## config.mk

```make
export PLATFORM = sky130hd
export DESIGN_NAME = regfile_wb_arbiter_flat
export DESIGN_NICKNAME = d
export VERILOG_FILES = /design/src/rtl/regfile_wb_arbiter_pkg.sv /design/src/rtl/regfile_wb_arbiter_if.sv /design/src/rtl/regfile_wb_arbiter_hold.sv /design/src/rtl/regfile_wb_arbiter.sv /design/src/flat_wrapper.sv
export SDC_FILE = /design/constraint.sdc
export NUM_CORES = 1
export LEC_CHECK = 0
export BUFFER_PORTS_ARGS = -buffer_cell sky130_fd_sc_hd__buf_2
export CORE_MARGIN = 2
export CORE_UTILIZATION = 35
export DETAILED_ROUTE_END_ITERATION = 16
export GPL_ROUTABILITY_DRIVEN = 1
export GPL_TIMING_DRIVEN = 0
export HOLD_SLACK_MARGIN = 0.12
export PLACE_DENSITY = 0.56
export SLEW_MARGIN = 20
export SYNTH_ARGS = -nofsm -noshare
export SYNTH_HDL_FRONTEND = slang
export SYNTH_HIERARCHICAL = 1
export SYNTH_SLANG_ARGS = --single-unit
```

## constraint.sdc

```tcl
create_clock -name clk -period 2.7 [get_ports clk]
set_input_delay 0.54 -clock clk [delete_from_list [all_inputs] [get_ports clk]]
set_output_delay 0.54 -clock clk [all_outputs]
set_load 0.05 [all_outputs]
```

## src/rtl/regfile_wb_arbiter_pkg.sv

```systemverilog
// regfile_wb_arbiter_pkg: shared register-address constants and requester indices.
package regfile_wb_arbiter_pkg;
  localparam int REG_ADDR_W = 5;
  typedef logic [REG_ADDR_W-1:0] reg_ad_t;
  localparam reg_ad_t REG_ZERO = 5'd0;
  localparam int REQ_ALU = 0;
  localparam int REQ_MEM = 1;
endpackage

```

## src/rtl/regfile_wb_arbiter_if.sv

```systemverilog
// regfile_wb_arbiter_if: writeback requests, register-file write port and hazard lookups.
interface regfile_wb_arbiter_if #(parameter int n = 32);
  import regfile_wb_arbiter_pkg::*;
  logic req0_valid, req0_ready, req1_valid, req1_ready;
  reg_ad_t req0_ad, req1_ad, write_ad, read_1, read_2;
  logic [n-1:0] req0_data, req1_data, data;
  logic wr_enable, pend_1, pend_2;
  modport master (
    output req0_valid, req0_ad, req0_data, req1_valid, req1_ad, req1_data, read_1, read_2,
    input req0_ready, req1_ready, wr_enable, write_ad, data, pend_1, pend_2
  );
  modport slave (
    input req0_valid, req0_ad, req0_data, req1_valid, req1_ad, req1_data, read_1, read_2,
    output req0_ready, req1_ready, wr_enable, write_ad, data, pend_1, pend_2
  );
endinterface

```

## src/rtl/regfile_wb_arbiter_hold.sv

```systemverilog
// wb_hold_entry: one-entry writeback holding register with ready and relative-age tracking.
module wb_hold_entry
  import regfile_wb_arbiter_pkg::*;
#(
  parameter int n  = 32,
  parameter int ID = REQ_ALU
) (
  input  logic         clk,
  input  logic         rst,
  input  logic         valid_i,
  input  reg_ad_t      ad_i,
  input  logic [n-1:0] data_i,
  input  logic         grant_i,
  input  logic         other_keep_i,
  input  logic         other_load_i,
  output logic         ready_o,
  output logic         load_o,
  output logic         keep_o,
  output logic         valid_o,
  output reg_ad_t      ad_o,
  output logic [n-1:0] data_o,
  output logic         young_o
);
  logic valid_q, valid_d, young_q, young_d;
  reg_ad_t ad_q, ad_d;
  logic [n-1:0] data_q, data_d;
  assign ready_o = !valid_q | grant_i;
  assign keep_o  = valid_q & !grant_i;
  assign load_o  = valid_i & ready_o & (ad_i != REG_ZERO);
  // Young while the other entry stays held; on a same-edge capture the ALU side is the younger.
  always_comb begin
    valid_d = load_o | keep_o;
    ad_d    = load_o ? ad_i : ad_q;
    data_d  = load_o ? data_i : data_q;
    young_d = load_o ? (other_keep_i | (other_load_i & (ID == REQ_ALU))) : (young_q & other_keep_i);
  end
  always_ff @(posedge clk or posedge rst) begin
    if (rst) begin
      valid_q <= 1'b0;
      young_q <= 1'b0;
      ad_q    <= REG_ZERO;
      data_q  <= '0;
    end else begin
      valid_q <= valid_d;
      young_q <= young_d;
      ad_q    <= ad_d;
      data_q  <= data_d;
    end
  end
  assign valid_o = valid_q;
  assign ad_o    = ad_q;
  assign data_o  = data_q;
  assign young_o = young_q;
endmodule

```

## src/rtl/regfile_wb_arbiter.sv

```systemverilog
// regfile_wb_arbiter: round-robin/age arbitration of ALU and memory writebacks onto the register-file write port.
module regfile_wb_arbiter
  import regfile_wb_arbiter_pkg::*;
#(
  parameter int n = 32
) (
  input logic clk,
  input logic rst,
  regfile_wb_arbiter_if.slave bus
);
  logic v0, v1, y0, y1, g0, g1, k0, k1, l0, l1, ptr_q, ptr_d;
  reg_ad_t a0, a1;
  logic [n-1:0] d0, d1;
  wb_hold_entry #(.n(n), .ID(REQ_ALU)) u_e0 (
    .clk, .rst, .valid_i(bus.req0_valid), .ad_i(bus.req0_ad), .data_i(bus.req0_data),
    .grant_i(g0), .other_keep_i(k1), .other_load_i(l1), .ready_o(bus.req0_ready),
    .load_o(l0), .keep_o(k0), .valid_o(v0), .ad_o(a0), .data_o(d0), .young_o(y0)
  );
  wb_hold_entry #(.n(n), .ID(REQ_MEM)) u_e1 (
    .clk, .rst, .valid_i(bus.req1_valid), .ad_i(bus.req1_ad), .data_i(bus.req1_data),
    .grant_i(g1), .other_keep_i(k0), .other_load_i(l0), .ready_o(bus.req1_ready),
    .load_o(l1), .keep_o(k1), .valid_o(v1), .ad_o(a1), .data_o(d1), .young_o(y1)
  );
  // Same destination: the older entry goes first so the younger value lands last.
  always_comb begin
    g1    = v1 & (!v0 | ((a0 == a1) ? (y0 | !y1) : ptr_q));
    g0    = v0 & !g1;
    ptr_d = g0 ? 1'(REQ_MEM) : g1 ? 1'(REQ_ALU) : ptr_q;
  end
  always_ff @(posedge clk or posedge rst) begin
    if (rst) ptr_q <= 1'(REQ_ALU);
    else ptr_q <= ptr_d;
  end
  assign bus.wr_enable = g0 | g1;
  assign bus.write_ad  = g0 ? a0 : g1 ? a1 : REG_ZERO;
  assign bus.data      = g0 ? d0 : g1 ? d1 : '0;
  assign bus.pend_1 = (bus.read_1 != REG_ZERO) & ((v0 & (a0 == bus.read_1)) | (v1 & (a1 == bus.read_1)));
  assign bus.pend_2 = (bus.read_2 != REG_ZERO) & ((v0 & (a0 == bus.read_2)) | (v1 & (a1 == bus.read_2)));
endmodule

```

## src/flat_wrapper.sv

```systemverilog
// flat-port wrapper written by rule: the top's interface ports become plain ports
module regfile_wb_arbiter_flat import regfile_wb_arbiter_pkg::*;
#(
  parameter int n = 32
)
  (clk, rst, bus_req0_valid, bus_req0_ad, bus_req0_data, bus_req1_valid, bus_req1_ad, bus_req1_data, bus_read_1, bus_read_2, bus_req0_ready, bus_req1_ready, bus_wr_enable, bus_write_ad, bus_data, bus_pend_1, bus_pend_2);
  regfile_wb_arbiter_if #(.n(n)) bus_i ();
  input logic clk;
  input logic rst;
  input wire logic [$bits(bus_i.req0_valid)-1:0] bus_req0_valid;
  input wire logic [$bits(bus_i.req0_ad)-1:0] bus_req0_ad;
  input wire logic [$bits(bus_i.req0_data)-1:0] bus_req0_data;
  input wire logic [$bits(bus_i.req1_valid)-1:0] bus_req1_valid;
  input wire logic [$bits(bus_i.req1_ad)-1:0] bus_req1_ad;
  input wire logic [$bits(bus_i.req1_data)-1:0] bus_req1_data;
  input wire logic [$bits(bus_i.read_1)-1:0] bus_read_1;
  input wire logic [$bits(bus_i.read_2)-1:0] bus_read_2;
  output wire logic [$bits(bus_i.req0_ready)-1:0] bus_req0_ready;
  output wire logic [$bits(bus_i.req1_ready)-1:0] bus_req1_ready;
  output wire logic [$bits(bus_i.wr_enable)-1:0] bus_wr_enable;
  output wire logic [$bits(bus_i.write_ad)-1:0] bus_write_ad;
  output wire logic [$bits(bus_i.data)-1:0] bus_data;
  output wire logic [$bits(bus_i.pend_1)-1:0] bus_pend_1;
  output wire logic [$bits(bus_i.pend_2)-1:0] bus_pend_2;
  assign bus_i.req0_valid = bus_req0_valid;
  assign bus_i.req0_ad = bus_req0_ad;
  assign bus_i.req0_data = bus_req0_data;
  assign bus_i.req1_valid = bus_req1_valid;
  assign bus_i.req1_ad = bus_req1_ad;
  assign bus_i.req1_data = bus_req1_data;
  assign bus_i.read_1 = bus_read_1;
  assign bus_i.read_2 = bus_read_2;
  assign bus_req0_ready = bus_i.req0_ready;
  assign bus_req1_ready = bus_i.req1_ready;
  assign bus_wr_enable = bus_i.wr_enable;
  assign bus_write_ad = bus_i.write_ad;
  assign bus_data = bus_i.data;
  assign bus_pend_1 = bus_i.pend_1;
  assign bus_pend_2 = bus_i.pend_2;
  regfile_wb_arbiter #(.n(n)) u_core (.clk(clk), .rst(rst), .bus(bus_i));
endmodule
```

Word level (Yosys, flattened, before mapping)
Cells that the tools add are included.
Operators by class
  equal/unequal tests: 5
  mux-type cells: 9
  bitwise logic cells: 25
  reductions and logical operators: 10
Operators with widths (count)
  32-bit two-way mux: 2
  5-bit equality test: 5
  5-bit nonzero test: 4
  1-bit AND: 16
  5-bit two-way mux: 2
  1-bit OR: 9
  1-bit logical NOT: 5
  1-bit two-way mux: 5
  2-bit nonzero test: 1
Word-level totals
  bits in registers: 79
  bits of input ports: 88
  output and inout port bits: 42
  logic and storage cells: 58

Longest topological paths before layout
  depth in word-level cells: 11
  mapped depth: 12
  mapped depth without buffers: 9

By module
The synthesis kept the hierarchy.
Modules (own cells, without submodules)
  wb_hold_entry at u_core.u_e1: instances 1, cells an instance 90, area each 1630.3 µm²
  wb_hold_entry at u_core.u_e0: instances 1, cells an instance 93, area each 1503.9 µm²
  regfile_wb_arbiter: instances 1, cells an instance 185, area each 1123.6 µm²

Least setup slack after synthesis
OpenSTA, ideal clock, no wires.
  kind: register -> output
  from: register u_core.u_e0.ad_q[1], in the netlist u_core/u_e0/ad_o[1]
  to: output bus_data[22]
  arrival: 2560 ps
  data required time: 2160 ps
  setup slack: -400 ps
  stages on the path, launching flop included: 7
  buffers on the path: 2
  cell sequence: dfrtp_1 xor2_1 nor3_2 mux2i_1 buf_4 buf_4 o32ai_1
On the way
  word-level cells in the longest chain between the ends: 7
  elaborated cells between the ends (all ways): 8
Ends and longest elaborated chain
  start, declared: line regfile_wb_arbiter_hold.sv:25  | reg_ad_t ad_q, ad_d;
  start signal, assigned: line regfile_wb_arbiter_hold.sv:41  | ad_q <= REG_ZERO;
  start signal, assigned: line regfile_wb_arbiter_hold.sv:46  | ad_q <= ad_d;
  5-bit equality test *: line regfile_wb_arbiter.sv:26  | g1 = v1 & (!v0 | ((a0 == a1) ? (y0 | !y1) : ptr_q));
  1-bit two-way mux *: line regfile_wb_arbiter.sv:26
  1-bit OR *: line regfile_wb_arbiter.sv:26
  1-bit AND *: line regfile_wb_arbiter.sv:26
  1-bit logical NOT: line regfile_wb_arbiter.sv:27  | g0 = v0 & !g1;
  1-bit AND: line regfile_wb_arbiter.sv:27
  32-bit two-way mux *: line regfile_wb_arbiter.sv:36  | assign bus.data = g0 ? d0 : g1 ? d1 : '0;
  end, declared: line flat_wrapper.sv:22  | output wire logic [$bits(bus_i.data)-1:0] bus_data;
Mark *: on every way between the ends. The rest lies on a longest branch, timed or not.

Worst setup path after layout
  from: register u_core.u_e0.ad_q[0], in the netlist u_core/u_e0/ad_o[0]
  to: output bus_data[26]
The elaborated chain is that of the path after synthesis.

==> metrics.md <==
| Metric | Value |
|---|---|
| Initial antenna violation count | `0` |
| Status | `finished, violations left` |
| Rel. slew slack | `0.719` |
| Setup TNS | `-7860 ps` |
| Row count | `40` |
| Initial Utilization | `0.356` |
| Gr usage total | `0.181` |
| Area of the multi-input gates | `2310 µm²` |
| Worst clock skew | `5.85 ps` |
| CTS Buf Count | `9` |
| Drt total wl | `approximately 12 mm` |
| Cell count after synthesis | `roughly 370` |
| Synthesized cell area | `4250 µm²` |
| Final Util | `0.561` |
| Wire per inst | `17.6 µm` |
| Nets | `635` |
| CP required | `roughly 2200 ps` |
| Largest net degree at the start of global routing | `28` |
| Clk_lat worst skew | `330 ps` |
| Post-DP Area | `5210 µm²` |
| Post-route DRC | `0` |
| Die W | `114 µm` |
| Critical path's slowest cell | `or4_4` |
| Antenna Cells | `0` |
| Failing checks | `negative setup slack` |
| Clk sinks | `79` |
| HP Class | `input pin to register` |
| IO Port Bufs | `129` |
| Die Ht | `114 µm` |
| Worst Path Class, Setup | `register to output pin` |
| Max frequency | `341 MHz` |
| Post-synthesis net count | `455` |
| First-pass GRT wire length | `between 15 and 20 mm` |
| Vias in the first global route | `3522` |
| Count of pins over their slew limit | `0` |
| CP startpoint kind | `register` |
| Max-Cap Viols | `0` |
| IO Pins | `130` |
| Slack of the critical path | `-233 ps` |
| Routed Antenna Nets | `0` |
| Setup violators final | `86` |
| Register Area | `between 1500 and 2000 µm²` |
| Fillers | `1000` |
| Vias | `about 3500` |
| Post-DP HPWL | `8.02 mm` |
| Synthesis Warnings | `6` |
| Core Region | `12000 µm²` |
| GR Overflow Total | `0` |
| Slowest stage delay, CP | `around 560 ps` |
| Design area | `between 6000 and 7000 µm²` |
| Via density | `about 5` |
| RSZ-0062 raised after global routing | `yes` |
| Syn avg cell area | `11.6 µm²` |
| Final Cycle Share | `1.09` |
| Share of layout cells above drive strength 1 | `0.596` |
| CTS root buf | `clkbuf_16` |
| Synth-to-Final Area Change | `57.7%` |
| Worst-path clk slew | `60 ps` |
| Buf/Inv on CP | `4` |
| CTS tree | `yes` |
| Initial DRC count | `137` |
| Tightest Pin Transition | `422 ps` |
| First-pass DRT Iterations | `4` |
| Crit path max-delay family | `buffers and inverters` |
| Htree depth | `3` |
| Die area | `13100 µm²` |
| Final hold viol count | `0` |
| Setup crit end kind | `output pin` |
| Clock buffer depth | `2` |
| Shortest period the worst path allows | `2930 ps` |
| Crit Path Max Fanout | `7` |
| GPL Wtd Cong | `between 0.8 and 0.9` |
| Crit path DAT | `2390 ps` |
| Cell chain of the critical path | `xor2_4 -> or4_4 -> mux2i_4 -> buf_6 -> buf_8 -> buf_12 -> o32ai_1 -> buf_4` |
==> per-stage QoR <==
| stage | std cells | hold slack (ps) | setup WS [ps] |
|---|---|---|---|
| 2_1_floorplan | 367 | 269 | -400 |
| 3_3_place_gp | 643 | 394 | -319 |
| 3_5_place_dp | 645 | 407 | -352 |
| 4_1_cts | 682 | 404 | -256 |
| 5_1_grt | 699 | 423 | -294 |
| 6_report | 699 | 439 | -233 |
==> sequential cells by signal (all words and copies together), names as in the netlist <==
register and flops:
u_core/u_e1/valid_o 1, u_core/u_e0/ad_o 5, u_core/u_e0/valid_o 1, u_core/u_e1/young_o 1, u_core/ptr_q 1, u_core/u_e1/ad_o 5
u_core/u_e1/data_o 32, u_core/u_e0/data_o 32, u_core/u_e0/young_o 1
==> cell type report <==
| cell class | instances | share of cell area |
|---|---|---|
| inverters | 83 | 0.0472 |
| multi-input cells | 186 | 0.345 |
| well taps | 147 | 0.0274 |
| clock buffers | 11 | 0.0362 |
| repair buffers | 172 | 0.201 |
| plain buffers | 16 | 0.0315 |
| flip-flops and latches | 79 | 0.297 |
| clock inverters | 5 | 0.0157 |
==> what timing repair did <==
action / in CTS / in global routing
pin swaps: 2 / 10
buffers inserted: 20 / 17
setup endpoints to repair: 115 / 105
cloned: 2 / 3
gates resized for setup: 68 / 127
hold buffers: 1 / 0
hold endpoints to repair: 1 / 0
==> layer usage <==
metal	up-vias	track usage	part of all wire
met2	102	0.301	0.51
met5	-	0	0
li1	1623	-	-
met1	1730	0.230	0.43
met4	0	0.0764	0.016
met3	16	0.0365	0.046
==> path summary, 6_finish.rpt <==
| kind | to | cells past startpoint | start | slack (ps) |
|---|---|---|---|---|
| max | bus_data[26] | 8 | u_core/u_e0/ad_o[0] | -230 |
| min in group asynchronous | u_core/ptr_q | 3 | rst | 630 |
| max in group asynchronous | u_core/u_e1/data_o[23] | 4 | rst | 1460 |
| min | u_core/u_e1/data_o[24] | 2 | bus_req1_data[24] | 440 |
| min reg2reg | u_core/u_e0/young_o | 2 | u_core/u_e0/young_o | 490 |
| max reg2reg | u_core/u_e0/ad_o[0] | 11 | u_core/u_e0/ad_o[0] | -80 |
==> layout by cell type (no fill, tap or decap), types with 3 or more instances in the layout <==
master     count
buf_2         91
inv_1         80
dfrtp_1       68
mux2_4        59
buf_4         39
buf_6         34
xor2_1        16
o32ai_2       15
o32ai_1       14
clkbuf_16     12
buf_12        12
dfrtp_2       11
mux2_2         9
o32ai_4        8
buf_8          6
nand3_1        5
nand2_1        4
o21ai_0        4
a21oi_1        4
nor4_1         4
xnor2_1        4
a22o_1         4
bufinv_16      3
xor2_2         3
nor2_1         3
Power is left out: the tool's default activity adds up to more than one toggle a clock period on the data nets, which glitch-free logic cannot reach.
